`src/rtl/traffic_phase_controller_if.sv`:
```
// Bundles the controller's sensor/strobe inputs and lamp/debug outputs.
// master drives the inputs (environment); slave is the controller itself.
interface traffic_phase_controller_if;
    logic       tick;
    logic       b_sense;
    logic       ped_req;
    logic       flash_en;
    logic [2:0] light_A;
    logic [2:0] light_B;
    logic       ped_walk;
    logic [2:0] phase;

    modport master (
        output tick, b_sense, ped_req, flash_en,
        input  light_A, light_B, ped_walk, phase
    );

    modport slave (
        input  tick, b_sense, ped_req, flash_en,
        output light_A, light_B, ped_walk, phase
    );
endinterface

```
`src/rtl/traffic_phase_controller.sv`:
```
// Two-road intersection phase sequencer: road A rests green, road B is served on
// demand (vehicle or pedestrian), with a flashing fault/night override.
module traffic_phase_controller #(
    parameter int CTR_W     = 8,
    parameter int T_GREEN_A = 7,
    parameter int T_GREEN_B = 7,
    parameter int T_YELLOW  = 2,
    parameter int T_ALLRED  = 2
) (
    input logic                        clk,
    input logic                        reset_n,
    traffic_phase_controller_if.slave  bus
);

    localparam logic [2:0] AG = 3'd0;
    localparam logic [2:0] AY = 3'd1;
    localparam logic [2:0] AR = 3'd2;
    localparam logic [2:0] BG = 3'd3;
    localparam logic [2:0] BY = 3'd4;
    localparam logic [2:0] BR = 3'd5;
    localparam logic [2:0] FL = 3'd6;

    localparam logic [CTR_W-1:0] LAST_GA = CTR_W'(T_GREEN_A - 1);
    localparam logic [CTR_W-1:0] LAST_GB = CTR_W'(T_GREEN_B - 1);
    localparam logic [CTR_W-1:0] LAST_Y  = CTR_W'(T_YELLOW - 1);
    localparam logic [CTR_W-1:0] LAST_R  = CTR_W'(T_ALLRED - 1);

    logic [2:0]       state, state_nxt;
    logic [CTR_W-1:0] ctr, ctr_nxt;
    logic             req_q;
    logic             blink, blink_nxt;
    logic [CTR_W-1:0] timed_last;
    logic [2:0]       timed_succ;

    // Dwell length and successor for the fixed-duration phases.
    always_comb begin
        // NOTE: every always_comb output gets a default first so no path infers a latch.
        timed_last = LAST_R;
        timed_succ = BR;
        case (state)
            AY:      begin timed_last = LAST_Y;  timed_succ = AR; end
            AR:      begin timed_last = LAST_R;  timed_succ = BG; end
            BG:      begin timed_last = LAST_GB; timed_succ = BY; end
            BY:      begin timed_last = LAST_Y;  timed_succ = BR; end
            BR:      begin timed_last = LAST_R;  timed_succ = AG; end
            default: ;
        endcase
    end

    always_comb begin
        state_nxt = state;
        ctr_nxt   = ctr;
        blink_nxt = 1'b1;
        if (bus.flash_en) begin
            // Flash override wins over tick and dwell; blink starts lit on entry.
            state_nxt = FL;
            ctr_nxt   = '0;
            blink_nxt = (state == FL) ? (blink ^ bus.tick) : 1'b1;
        end else begin
            case (state)
                AG: begin
                    if (bus.tick) begin
                        if (ctr != LAST_GA) begin
                            ctr_nxt = ctr + 1'b1;
                        end else if (req_q) begin
                            state_nxt = AY;
                            ctr_nxt   = '0;
                        end
                    end
                end
                AY, AR, BG, BY, BR: begin
                    if (bus.tick) begin
                        if (ctr == timed_last) begin
                            state_nxt = timed_succ;
                            ctr_nxt   = '0;
                        end else begin
                            ctr_nxt = ctr + 1'b1;
                        end
                    end
                end
                default: begin
                    // FL after release, and the unused code 7, both clear through all-red.
                    state_nxt = BR;
                    ctr_nxt   = '0;
                end
            endcase
        end
    end

    always_ff @(posedge clk or negedge reset_n) begin
        if (!reset_n) begin
            state <= AG;
            ctr   <= '0;
            req_q <= 1'b0;
            blink <= 1'b1;
        end else begin
            // NOTE: sequential state uses non-blocking assignments so all registers update together.
            state <= state_nxt;
            ctr   <= ctr_nxt;
            blink <= blink_nxt;
            // Serving road B consumes the pending demand; a still-held input re-arms it next cycle.
            if (state_nxt == BG && state != BG) begin
                req_q <= 1'b0;
            end else if (bus.b_sense || bus.ped_req) begin
                req_q <= 1'b1;
            end
        end
    end

    always_comb begin
        bus.light_A  = 3'b100;
        bus.light_B  = 3'b100;
        bus.ped_walk = 1'b0;
        bus.phase    = state;
        case (state)
            AG: bus.light_A = 3'b001;
            AY: bus.light_A = 3'b010;
            BG: begin
                bus.light_B  = 3'b001;
                bus.ped_walk = 1'b1;
            end
            BY: bus.light_B = 3'b010;
            FL: begin
                bus.light_A = blink ? 3'b010 : 3'b000;
                bus.light_B = blink ? 3'b100 : 3'b000;
            end
            default: ;
        endcase
    end

endmodule

```
`src/flat_wrapper.sv`:
```
// flat-port wrapper written by rule: the top's interface ports become plain ports
module traffic_phase_controller_flat 
#(
    parameter int CTR_W     = 8,
    parameter int T_GREEN_A = 7,
    parameter int T_GREEN_B = 7,
    parameter int T_YELLOW  = 2,
    parameter int T_ALLRED  = 2
)
  (clk, reset_n, bus_tick, bus_b_sense, bus_ped_req, bus_flash_en, bus_light_A, bus_light_B, bus_ped_walk, bus_phase);
  traffic_phase_controller_if bus_i ();
  input logic clk;
  input logic reset_n;
  input wire logic [$bits(bus_i.tick)-1:0] bus_tick;
  input wire logic [$bits(bus_i.b_sense)-1:0] bus_b_sense;
  input wire logic [$bits(bus_i.ped_req)-1:0] bus_ped_req;
  input wire logic [$bits(bus_i.flash_en)-1:0] bus_flash_en;
  output wire logic [$bits(bus_i.light_A)-1:0] bus_light_A;
  output wire logic [$bits(bus_i.light_B)-1:0] bus_light_B;
  output wire logic [$bits(bus_i.ped_walk)-1:0] bus_ped_walk;
  output wire logic [$bits(bus_i.phase)-1:0] bus_phase;
  assign bus_i.tick = bus_tick;
  assign bus_i.b_sense = bus_b_sense;
  assign bus_i.ped_req = bus_ped_req;
  assign bus_i.flash_en = bus_flash_en;
  assign bus_light_A = bus_i.light_A;
  assign bus_light_B = bus_i.light_B;
  assign bus_ped_walk = bus_i.ped_walk;
  assign bus_phase = bus_i.phase;
  traffic_phase_controller #(.CTR_W(CTR_W), .T_GREEN_A(T_GREEN_A), .T_GREEN_B(T_GREEN_B), .T_YELLOW(T_YELLOW), .T_ALLRED(T_ALLRED)) u_core (.clk(clk), .reset_n(reset_n), .bus(bus_i));
endmodule
```
`config.mk`:
```
export PLATFORM = sky130hd
export DESIGN_NAME = traffic_phase_controller_flat
export DESIGN_NICKNAME = d
export VERILOG_FILES = /design/src/rtl/traffic_phase_controller_if.sv /design/src/rtl/traffic_phase_controller.sv /design/src/flat_wrapper.sv
export SDC_FILE = /design/constraint.sdc
export NUM_CORES = 1
export LEC_CHECK = 0
export ABC_AREA = 1
export CELL_PAD_IN_SITES_DETAIL_PLACEMENT = 0
export CELL_PAD_IN_SITES_GLOBAL_PLACEMENT = 1
export CORE_MARGIN = 1.5
export CORE_UTILIZATION = 36
export CTS_BUF_LIST = sky130_fd_sc_hd__clkbuf_16
export DETAILED_ROUTE_END_ITERATION = 7
export PLACE_DENSITY_LB_ADDON = 0.1
export SYNTH_ARGS = -nofsm -noshare
export SYNTH_HDL_FRONTEND = slang
export SYNTH_SLANG_ARGS = --single-unit
```
`constraint.sdc`:
```
create_clock -name clk -period 1.83 [get_ports clk]
set_input_delay 0.183 -clock clk [delete_from_list [all_inputs] [get_ports clk]]
set_output_delay 0.183 -clock clk [all_outputs]
set_load 0.1 [all_outputs]
```
==> impl_metrics.yaml <==
timing:
  worstMarginPinSlew_ns: 0.6339
  period_minus_slack_ns: 1.734
  fin_skew_ns: 0.001788
  fmax_mhz: 576.7
  max_slew_margin_pct: 57.61
  setup_viol: 0
  setup_tns_ns: 0
  hold_violations: 0
  holdWs_ns: 0.3398
  maxSlewViolCount: 0
  min_period_over_period_pct: 94.76
  rsz0062_at_grt: "yes"
logic_synthesis:
  synthMuxAreaShare_pct: 0
  yosysUniqueCellTypes: 23
  syn_inst: 129
  syn_area_per_cell_um2: 6.916
  netlist_area_um2: 892.1
  ys_warn_count: 0
  synthSimpleGateAreaFrac_pct: 37.45
  synth_nets: 137
  seq_area_frac_synth_pct: 36.61
  synth_xor_area_share_pct: 0.9818
  synth-compound-area-share_pct: 13.04
  synth_top_family_by_area: "simple AND/OR/NAND/NOR gates"
  ys_ff_latch: 13
  synthAdderAreaFrac_pct: 2.805
worst_setup_path:
  worst_setup_path_end_kind: "flop"
  worstSetupPathType: "reg -> reg"
  startpoint_type: "flop"
  required_ns: 1.96
  crit_arrival_ns: 1.87
  critPathMaxFanout: 10
clock_network:
  numCtsBuffers: 3
  h-tree-depth: 1
  cts_root_buffer: "clkbuf_16"
  clkSinkCount: 13
  clkLatencyLatePin_ns: 0.24
  clkTransAtPathRegs_ns: 0.05
  cts_hold_buf: 0
  clockBufferDepth: 2
  cts_tree: "yes"
layout:
  final_nets: 161
  fin_area_um2: 1348
  num_antenna_cells: 0
  drive_gt1_share_pct: 24.34
  final_util_pct: 59.21
  area_growth_pct: 51.05
  layout.cells.non_filler: 180
placement:
  io_buffers: 15
  dp_hpwl_um: 1623
  postPlaceCellArea_um2: 1262
  dp_cells: 176
  gp_congestion: 0.8389
pwr:
  power_density_nw_per_um2: 753.5
  ir_drop_v: 0.0008627
  p_leak_uw: 0.0006026
route:
  wirelength_um: 2074
  drc: 0
  routed_via_density: 5.061
  antenna_left: 0
  drt-initial-drc-count: 27
  avgRoutedWirePerCell_um: 11.52
  drt_pre_antenna_iters: 4
  vias: 911
global_route:
  grt_overflow: 0
  grtUsageTotal_pct: 18.04
  grt_max_degree: 14
  grt_first_pass_wirelength_um: 3622
  antenna_found_initial: 0
  grt_pass1_vias: 821
floorplan:
  die_area_um2: 2786
  num_io_pins: 16
  die_y_um: 52.78
  core_um2: 2276
  die_x_um: 52.78
  rows: 17
  start_util_pct: 39.20
run_status:
  status: "finished clean"
min_path:
  hold_path_class: "in -> async"
flow_run:
  cap_violations: 0
-- worst paths after layout --
check,startpoint,endpoint,slack [ns],cells past startpoint
worst max-delay path,u_core.bus.phase[1],u_core.ctr[1],0.1,5
worst min-delay path,reset_n,u_core.ctr[4],0.34,1
worst max register to register,u_core.bus.phase[1],u_core.ctr[1],0.1,5
worst min register to register,u_core.ctr[6],u_core.ctr[6],0.49,1
max in group asynchronous,reset_n,u_core.bus.phase[0],1.02,1
min in group clk,u_core.ctr[6],u_core.ctr[6],0.49,1
-- cells in the mapped netlist (all sizes together) --
cell,number,share of area (%)
o21ai,6,3.4
nor3,4,3.4
o31ai,1,0.84
dfrtp,12,34
nor2,19,8.6
dfstp,1,2.9
o211ai,2,1.7
a22oi,2,1.7
ha,2,2.8
nand3b,1,0.84
a21oi,3,1.7
inv,17,7.2
nand3,11,6.2
o21a,2,1.7
nand2,34,14
o22ai,2,2.1
buf,3,2.0
nand4,6,4.2
xnor2,1,0.98
-- routing by layer --
layer | routed length (µm) | GRT usage, % | share of wire, %
met5 | 0 | 0 | 0
met4 | 16 | 5.128 | 0.77
met2 | 909 | 27.08 | 44
met1 | 1034 | 25.00 | 50
met3 | 114 | 5.143 | 5.5
-- through the flow --
step / setup WS, ns / total power, µW
after floorplan: -0.5881 / 503.3
after global placement: 0.06288 / 609.9
after detailed placement: 0.06566 / 609.3
after CTS: 0.05899 / 1026
after global routing: -0.02561 / 1062
final: 0.09586 / 1015
-- flip-flops by register name (all words and copies together), names as in the netlist --
register,count
u_core.blink,1
u_core.bus.phase,3
u_core.ctr,8
u_core.req_q,1
-- worst max-delay path, cell delays in order (launching register included) --
cell and delay, ns:
dfrtp_4 0.56, nor3_4 0.30, inv_1 0.08, o22ai_2 0.34, nand3b_1 0.11, o21ai_0 0.24
-- cells by family after synthesis --
group | count (synthesis)
AO/OA/AOI/OAI | 18
flip-flops | 13
adder cells (fa/ha/maj) | 2
buffers and inverters | 20
AND/OR/NAND/NOR | 75
XOR/XNOR | 1
-- cell usage in the layout, fill, tap and decap left out, types with 3 or more instances in the layout --
cell type / instances
nand2_1: 33
nor2_1: 16
inv_1: 15
nand3_1: 10
buf_12: 9
dfrtp_1: 9
buf_4: 8
nand4_1: 6
o21ai_0: 6
clkdlybuf4s50_1: 5
clkbuf_16: 3
dfrtp_4: 3
-- report_power, final --
part	internal [µW]	switching (µW)	leakage, µW	total, µW
sequential	299	17.4	0.000162	316
combinational	101	187	0.000400	288
clock	290	120	0.0000409	411
total	691	325	0.000603	1020
-- layout make-up --
class / instances / area, µm²
Clock inverter: 1 / 5.005
Sequential cell: 13 / 337.8
Inverter: 17 / 63.81
Timing Repair Buffer: 22 / 290.3
Clock buffer: 3 / 75.07
Multi-Input combinational cell: 96 / 540.5
Fill cell: 198 / 928.4
Tap cell: 28 / 35.03
-- what timing repair did --
action,in CTS,in global routing
setup endpoints to repair,0,9
buffers inserted,0,0
resized for setup,0,3
Power figures use the tool's default switching activity.
